--- config.mk ---
export PLATFORM = sky130hd
export DESIGN_NAME = first_countdown_timer_flat
export DESIGN_NICKNAME = d
export VERILOG_FILES = /design/src/rtl/first_countdown_timer_pkg.sv /design/src/rtl/first_countdown_timer_if.sv /design/src/rtl/first_sticky_flag.sv /design/src/rtl/first_countdown_timer.sv /design/src/flat_wrapper.sv
export SDC_FILE = /design/constraint.sdc
export NUM_CORES = 1
export LEC_CHECK = 0
export CAP_MARGIN = 20
export CORE_MARGIN = 4
export CORE_UTILIZATION = 42
export DETAILED_ROUTE_END_ITERATION = 12
export GPL_TIMING_DRIVEN = 0
export PLACE_DENSITY_LB_ADDON = 0.1
export SLEW_MARGIN = 20
export SYNTH_ARGS = -nofsm -noshare
export SYNTH_HDL_FRONTEND = slang
export SYNTH_HIERARCHICAL = 1
export SYNTH_SLANG_ARGS = --single-unit
--- constraint.sdc ---
create_clock -name clk -period 1.5 [get_ports clk]
set_input_delay 0.225 -clock clk [delete_from_list [all_inputs] [get_ports clk]]
set_output_delay 0.225 -clock clk [all_outputs]
set_load 0.02 [all_outputs]
--- src/rtl/first_countdown_timer_pkg.sv ---
// Shared definitions for the countdown timer and its sibling blocks in the timing subsystem.
package first_countdown_timer_pkg;

  typedef enum logic [1:0] {
    ST_IDLE    = 2'd0,
    ST_RUN     = 2'd1,
    ST_EXPIRED = 2'd2
  } state_e;

  // Default counter width, shared with the up-counter.
  localparam int unsigned DEFAULT_WIDTH = 4;

  // Terminal-compare constants; resized to the instance width at the point of use.
  localparam int unsigned CNT_ZERO = 0;
  localparam int unsigned CNT_ONE  = 1;

endpackage

--- src/rtl/first_countdown_timer_if.sv ---
// Control/status bundle between a controller (master) and the countdown timer (slave).
interface first_countdown_timer_if #(
  parameter int unsigned WIDTH = first_countdown_timer_pkg::DEFAULT_WIDTH
);

  logic             load;
  logic [WIDTH-1:0] load_value;
  logic             enable;
  logic             auto_reload;
  logic             ack;
  logic [WIDTH-1:0] counter_out;
  logic             busy_out;
  logic             tc_pulse;
  logic             underflow_out;
  logic             missed_out;

  modport master (
    output load, load_value, enable, auto_reload, ack,
    input  counter_out, busy_out, tc_pulse, underflow_out, missed_out
  );

  modport slave (
    input  load, load_value, enable, auto_reload, ack,
    output counter_out, busy_out, tc_pulse, underflow_out, missed_out
  );

endinterface

--- src/rtl/first_sticky_flag.sv ---
// Set/clear sticky flag with set priority and async active-high reset.
module first_sticky_flag (
  input  logic clk,
  input  logic reset,
  input  logic set_i,
  input  logic clr_i,
  output logic flag_o,
  output logic was_set_o
);

  logic flag_d;
  logic flag_q;

  always_comb begin
    flag_d = flag_q;
    if (set_i) begin
      flag_d = 1'b1;
    end else if (clr_i) begin
      flag_d = 1'b0;
    end
  end

  always_ff @(posedge clk or posedge reset) begin
    if (reset) begin
      flag_q <= 1'b0;
    end else begin
      flag_q <= flag_d;
    end
  end

  assign flag_o = flag_q;
  // A set arriving while the flag is already high: a repeated event.
  assign was_set_o = set_i & flag_q;

endmodule

--- src/rtl/first_countdown_timer.sv ---
// Loadable down-counter with terminal-count pulse, optional auto-reload and sticky flags.
module first_countdown_timer
  import first_countdown_timer_pkg::*;
#(
  parameter int unsigned WIDTH = DEFAULT_WIDTH
) (
  input  logic                   clk,
  input  logic                   reset,
  first_countdown_timer_if.slave bus
);

  localparam logic [WIDTH-1:0] CNT_Z = WIDTH'(CNT_ZERO);
  localparam logic [WIDTH-1:0] CNT_1 = WIDTH'(CNT_ONE);

  state_e           state_d,   state_q;
  logic [WIDTH-1:0] counter_d, counter_q;
  logic [WIDTH-1:0] reload_d,  reload_q;
  logic             busy_d,    busy_q;
  logic             tc_d,      tc_q;
  logic             missed_d,  missed_q;
  logic             terminal;
  logic             underflow;
  logic             was_set;

  always_comb begin
    state_d   = state_q;
    counter_d = counter_q;
    reload_d  = reload_q;
    tc_d      = 1'b0;
    terminal  = 1'b0;

    if (bus.load) begin
      reload_d  = bus.load_value;
      counter_d = bus.load_value;
      state_d   = (bus.load_value != CNT_Z) ? ST_RUN : ST_IDLE;
    end else begin
      unique case (state_q)
        ST_IDLE: begin
          counter_d = counter_q;
        end
        ST_RUN: begin
          if (bus.enable) begin
            if (counter_q == CNT_1) begin
              terminal = 1'b1;
              tc_d     = 1'b1;
              if (bus.auto_reload) begin
                counter_d = reload_q;
              end else begin
                counter_d = CNT_Z;
                state_d   = ST_EXPIRED;
              end
            end else if (counter_q != CNT_Z) begin
              counter_d = counter_q - CNT_1;
            end
          end
        end
        ST_EXPIRED: begin
          counter_d = CNT_Z;
        end
        default: begin
          state_d   = ST_IDLE;
          counter_d = CNT_Z;
        end
      endcase
    end

    busy_d = (state_d == ST_RUN);
  end

  // Ack clears missed; a terminal count racing with ack must not set it.
  always_comb begin
    missed_d = missed_q;
    if (bus.ack) begin
      missed_d = 1'b0;
    end else if (was_set) begin
      missed_d = 1'b1;
    end
  end

  always_ff @(posedge clk or posedge reset) begin
    if (reset) begin
      state_q   <= ST_IDLE;
      counter_q <= '0;
      reload_q  <= '0;
      busy_q    <= 1'b0;
      tc_q      <= 1'b0;
      missed_q  <= 1'b0;
    end else begin
      state_q   <= state_d;
      counter_q <= counter_d;
      reload_q  <= reload_d;
      busy_q    <= busy_d;
      tc_q      <= tc_d;
      missed_q  <= missed_d;
    end
  end

  first_sticky_flag u_underflow (
    .clk       (clk),
    .reset     (reset),
    .set_i     (terminal),
    .clr_i     (bus.ack),
    .flag_o    (underflow),
    .was_set_o (was_set)
  );

  assign bus.counter_out   = counter_q;
  assign bus.busy_out      = busy_q;
  assign bus.tc_pulse      = tc_q;
  assign bus.underflow_out = underflow;
  assign bus.missed_out    = missed_q;

endmodule

--- src/flat_wrapper.sv ---
// flat-port wrapper written by rule: the top's interface ports become plain ports
module first_countdown_timer_flat import first_countdown_timer_pkg::*;
#(
  parameter int unsigned WIDTH = DEFAULT_WIDTH
)
  (clk, reset, bus_load, bus_load_value, bus_enable, bus_auto_reload, bus_ack, bus_counter_out, bus_busy_out, bus_tc_pulse, bus_underflow_out, bus_missed_out);
  first_countdown_timer_if #(.WIDTH(WIDTH)) bus_i ();
  input  logic clk;
  input  logic reset;
  input wire logic [$bits(bus_i.load)-1:0] bus_load;
  input wire logic [$bits(bus_i.load_value)-1:0] bus_load_value;
  input wire logic [$bits(bus_i.enable)-1:0] bus_enable;
  input wire logic [$bits(bus_i.auto_reload)-1:0] bus_auto_reload;
  input wire logic [$bits(bus_i.ack)-1:0] bus_ack;
  output wire logic [$bits(bus_i.counter_out)-1:0] bus_counter_out;
  output wire logic [$bits(bus_i.busy_out)-1:0] bus_busy_out;
  output wire logic [$bits(bus_i.tc_pulse)-1:0] bus_tc_pulse;
  output wire logic [$bits(bus_i.underflow_out)-1:0] bus_underflow_out;
  output wire logic [$bits(bus_i.missed_out)-1:0] bus_missed_out;
  assign bus_i.load = bus_load;
  assign bus_i.load_value = bus_load_value;
  assign bus_i.enable = bus_enable;
  assign bus_i.auto_reload = bus_auto_reload;
  assign bus_i.ack = bus_ack;
  assign bus_counter_out = bus_i.counter_out;
  assign bus_busy_out = bus_i.busy_out;
  assign bus_tc_pulse = bus_i.tc_pulse;
  assign bus_underflow_out = bus_i.underflow_out;
  assign bus_missed_out = bus_i.missed_out;
  first_countdown_timer #(.WIDTH(WIDTH)) u_core (.clk(clk), .reset(reset), .bus(bus_i));
endmodule
# [Word level (Yosys, flattened, before mapping)]
# Cells that the tools add are included.
[op_classes] muxes=20 n_addsub=1 eq_ne=7 bitwise=1 n_reduce_logical=7
[op_table] op="two-way mux 4 bit" n=5
[op_table] op="two-way mux 1 bit" n=9
[op_table] op="two-way mux 2 bit" n=4
[op_table] op="case mux 4 bit (2 select lines)" n=1
[op_table] op="nonzero test 4 bit" n=2
[op_table] op="== test 2 x 1 -> 1 bit (second input constant)" n=2
[op_table] op="== test 4 x 1 -> 1 bit (second input constant)" n=1
[op_table] op="inequality test 4 x 2 -> 1 bit (second input constant)" n=1
[op_table] op="case mux 2 bit (2 select lines)" n=1
[op_table] op="nonzero test 2 bit" n=2
[op_table] op="subtractor 4 x 1 -> 4 bit (second input constant)" n=1
[op_table] op="inequality test 3 bit (second input constant)" n=1
[op_table] op="AND reduction 3 bit" n=1
[op_table] op="== test 2 bit (second input constant)" n=1
[op_table] op="logical NOT 2 bit" n=1
[op_table] op="inequality test 2 bit (second input constant)" n=1
[op_table] op="OR reduction 2 bit" n=1
[op_table] op="AND 1 bit" n=1
[word_totals] input_bits=10 output_inout_bits=8 reg_bits=14 word_cells=43

# [Depth between registers and ports, before layout]
# Gate-level depths: netlist of run 1.
[depth] depth_word=8 depth_mapped=7 mapped_depth_nobuf=7

# [Hierarchy]
# The synthesis of run 1 kept the hierarchy.
[by_module_without_submodules] mod="first_countdown_timer" n_inst=1 cells_each=72 area_per_inst_um2=678.2 seq_area_each_um2=325.3
[by_module_without_submodules] mod="first_sticky_flag" n_inst=1 cells_each=5 area_per_inst_um2=46.3 seq_area_each_um2=25.0

# [Worst setup path before layout of run 1]
# Ideal clock, no wire load.
[synth_timing] kind="register to register" start="reg u_core.counter_q[0] (netlist: u_core/bus.counter_out[0])" end="reg u_core.counter_q[3] (netlist: u_core/bus.counter_out[3])" path_buffers=0 path_stages_with_launch=7 path_slack_ns=-0.093 arrival_ns=1.468 required_time_ns=1.375 setup_ns=0.125 period_less_slack_ns=1.593 cell_sequence="dfrtp_1 inv_1 ha_1 nor4b_2 o21ai_2 o311a_1 nor3_2"
[synth_between] elab_chain_cells=6 elab_cells_between_ends=10 classes_between="add/sub: 1; eq/ne: 2; mux: 5; reduce/logical: 2"
[synth_lines] element="start: declaration" line_no="first_countdown_timer.sv:16" text="logic [WIDTH-1:0] counter_d, counter_q;"
[synth_lines] element="start signal: assignment" line_no="first_countdown_timer.sv:90" text="counter_q <= counter_d;"
[synth_lines] element="subtractor 4 x 1 -> 4 bit" line_no="first_countdown_timer.sv:53" text="counter_d = counter_q - CNT_1;"
[synth_lines] element="two-way mux 4 bit" line_no="first_countdown_timer.sv:52" text="end else if (counter_q != CNT_Z) begin"
[synth_lines] element="two-way mux 4 bit" line_no="first_countdown_timer.sv:43" text="if (counter_q == CNT_1) begin"
[synth_lines] element="two-way mux 4 bit" line_no="first_countdown_timer.sv:42" text="if (bus.enable) begin"
[synth_lines] element="case mux 4 bit (2 select lines)" line_no="first_countdown_timer.sv:37" text="unique case (state_q)"
[synth_lines] element="two-way mux 4 bit" line_no="first_countdown_timer.sv:32" text="if (bus.load) begin"
# Parallel ways exist; a longest one is shown, timed or not. The select of a mux whose other input is x is not followed.
# A chain may end at the register's enable or synchronous reset.

# [Worst setup path in the final report of run 1]
[layout_timing] start="reg u_core.counter_q[1] (netlist: u_core/bus.counter_out[1])" end="reg u_core.missed_q (netlist: u_core/bus.missed_out)"
[layout_between] elab_chain_cells=7
[layout_lines] element="== test 4 x 1 -> 1 bit" line_no="first_countdown_timer.sv:43"
[layout_lines] element="two-way mux 1 bit (4 in a row)"
[layout_lines] element="named net u_core.tc_d" line_no="first_countdown_timer.sv:19" text="logic tc_d, tc_q;"
[layout_lines] element="AND 1 bit" line_no="first_sticky_flag.sv:33" text="assign was_set_o = set_i & flag_q;"
[layout_lines] element="named net u_core.was_set" line_no="first_countdown_timer.sv:23" text="logic was_set;"
[layout_lines] element="nonzero test 2 bit (no source line)"
[layout_lines] element="end signal: assignment" line_no="first_countdown_timer.sv:94" text="missed_q <= missed_d;"
[layout_lines] element="end: declaration" line_no="first_countdown_timer.sv:20" text="logic missed_d, missed_q;"
# The timed path passes the listed nets, and every way through them passes these cells.

==> results of run 1 <==
## area by class of cell
class | instances | area (um^2)
Multi-Input combinational cell | 53 | 362.8
Fill cell | 134 | 518.0
Timing Repair Buffer | 25 | 230.2
Clock buffer | 4 | 36.28
Sequential cell | 14 | 354.1
Buffer | 1 | 3.754
Tap cell | 16 | 20.02
Inverter | 9 | 33.78
## cell usage in the layout (no fill, tap or decap), types with 2 or more instances in the layout
master,instances
a31oi_1,3
and3_1,3
inv_1,8
nand2_1,7
dfrtp_2,3
o21ai_1,3
nor2_1,7
and2_1,2
o21ai_0,6
a21oi_1,2
dfrtp_1,11
buf_4,7
clkbuf_4,3
dlygate4sd2_1,5
a211oi_1,2
nor2_2,3
clkdlybuf4s50_1,11
## repair_timing
item,CTS,global route
endpoints found under the setup margin,13,10
gates cloned,0,0
resized for setup,12,4
pin swaps,6,6
hold endpoints to repair,0,0
buffers inserted,5,3
## power groups by stage
stage	Sequential [W]	Combinational (W)	Clock, W
final	0.000486	0.000368	0.000269
after global placement	0.000488	0.000312	0
after detailed placement	0.000490	0.000316	0
after floorplan	0.000516	0.000161	0
after CTS	0.000485	0.000336	0.000277
after global routing	0.000497	0.000403	0.000301
## routing by layer
| layer | part of all wire, % | up-vias | GRT usage [%] |
|---|---|---|---|
| met5 | 0 | - | 0 |
| met4 | 0.75 | 0 | 6.912 |
| met3 | 6.9 | 2 | 3.614 |
| met2 | 46 | 16 | 22.03 |
| met1 | 47 | 286 | 18.60 |
| li1 | - | 324 | - |
## stage by stage
stage                     power [W]  hold WS [ps]  instances
after floorplan           0.0006773        -46.29         77
after global placement    0.0007995         392.2        110
after detailed placement  0.0008060         393.7        110
after CTS                  0.001098         88.95        119
after global routing       0.001202         85.87        122
final                      0.001123         100.4        122
## worst max-delay path, stage by stage, from the launching register on
cell	delay, ps
dfrtp_2	440
inv_2	90
ha_4	150
nor3b_4	300
and3_4	240
and2_1	120
nor2_1	50
nor2_1	100
## path summary, 6_finish.rpt
check                                                              to  slack (ps)
worst max-delay path                u_core/bus.missed_out$_DFFE_PP0P_         -60
worst min-delay path            u_core/u_underflow/flag_o$_DFFE_PP0P_         100
worst max register to register      u_core/bus.missed_out$_DFFE_PP0P_         -60
worst min register to register  u_core/u_underflow/flag_o$_DFFE_PP0P_         520
max in group asynchronous       u_core/bus.counter_out[1]$_DFFE_PP0P_         850
min in group clk                u_core/u_underflow/flag_o$_DFFE_PP0P_         520
## sequential cells by signal, indices dropped and copies added (netlist names)
register                   flops
u_core/bus.missed_out          1
u_core/bus.tc_pulse            1
u_core/bus.busy_out            1
u_core/u_underflow/flag_o      1
u_core/state_q                 2
u_core/bus.counter_out         4
u_core/reload_q                4
## logic make-up after synthesis
logic type                 count (synthesis)  share of synthesized area (%)
AOI/OAI and AO/OA                         20                          17.10
xor gates and xnor gates                   1                          1.209
and+or+nand+nor                           30                          24.70
buffers and inverters                     10                          5.181
DFF                                       14                          48.36
adders and majority gates                  2                          3.454
==> metrics.cfg, run 1 <==
[timing]
finalHoldViolCount = 0
worst_slew_pin_slew_ps = 501.2
period_needed_ps = 1557
post-route-period-util_pct = 103.8
grt_setup_unrepaired = true
relSlewSlack_pct = 66.55
fin_skew_ps = 6.309
setup_violations = 4
finalMaxSlewViolations = 0
max_freq_ghz = 0.6421
setup_slack_ps = -57.45
finalSetupTns_ps = -112.7

[finish]
fin_util_pct = 66.77
antennaDiodeCount = 0
finalNetCount = 119
fin_area_mm2 = 0.001041
drive_gt1_share_pct = 25.47
area_delta_synth_final_pct = 43.70

[die]
die_x_um = 49.53
die_y_um = 49.53
die_area_mm2 = 0.002453
initial_core_util_pct = 46.47
ioPinCount = 18
core.rowCount = 14
core_area_mm2 = 0.001559

[routing]
ant_nets = 0
dr.first_iter.drc_count = 2
first_pass_iters = 4
vias = 628
drc = 0
wl_mm = 1.597
avgViaCountPerCell = 5.148
wl_per_cell_um = 13.09

[synthesis]
synth_top_cell_by_area = dfrtp_1
synth_most_common_cell = dfrtp_1
syn-cell-area_um2 = 724.4
synth_top_area_share_pct = 48.36
synth_area_leaders = dfrtp_1, o21ai_0, inv_1
synthTopCellsByCount = dfrtp_1, inv_1, nor2_1, nand2_1, o21ai_0
synth_area_per_cell_um2 = 9.408
ys.warnings.count = 6
netlist_instances = 77
ys_ff_latch = 14
synth_edf_count = 0
synth_fp_nets = 89
yosys.cell_types.count = 26
async_flop_share_pct = 100.0
synth_ff_type = dfrtp_1
synth.yosys.seq_area_share_pct = 48.36

[clocking]
cts_tree = done
hold_buffers = 0
numCtsBuffers = 3
cts_buffer_depth = 2
h-tree-depth = 1
clock_latency_ps = 280
numClockSinks = 14
cts-root-buf = clkbuf_4
clkTransAtPathRegs_ps = 90

[grt]
grt_pass1_wl_mm = 2.711
overflow = 0
grt_start_max_net_pins = 14
antenna_found_initial = 0
gr-usage-all-layers_pct = 14.31
first_global_vias = 582

[power]
p_clk_share_pct = 24.0
power_frac_comb_pct = 32.8
intPower_w = 0.0007599
power_switching_w = 0.0003629
ir_drop_mv = 0.5853
p_sw_share_pct = 32.32
powerDensity_mw_per_mm2 = 1079
power_frac_seq_pct = 43.2
power.leakage_nw = 0.5089

[critical_path]
worstSetupStartpointType = register
rr_startpoint = u_core/bus.counter_out[1]$_DFFE_PP0P_
cp-end-kind = register
critPathMaxFanout = 7
arrival_ps = 1760
ff2ff_path_depth = 7
crit_type = register to register
cp.required_ps = 1700
cp-startpoint = u_core/bus.counter_out[1]$_DFFE_PP0P_

[placed_design]
place_congestion = 0.8014
hpwl_mm = 1.142
place_ws_ps = -146.4
postPlaceCellArea_um2 = 919.6
port_buffers = 17

[run]
cap_violations = 0

[hold_path]
hold_path_class = input port to async pin

[run_status]
status = finished with violations
violations = setup timing

No activity file was read; power rests on OpenSTA's default activity.
==> run 2, diff against run 1 <==
--- a/config.mk
+++ b/config.mk
@@ -11,7 +11,6 @@
 export DETAILED_ROUTE_END_ITERATION = 12
 export GPL_TIMING_DRIVEN = 0
 export PLACE_DENSITY_LB_ADDON = 0.1
-export SLEW_MARGIN = 20
 export SYNTH_ARGS = -nofsm -noshare
 export SYNTH_HDL_FRONTEND = slang
 export SYNTH_HIERARCHICAL = 1
==> results of run 2 <==
Final layout, timing and power as in run 1 (identical DEF).
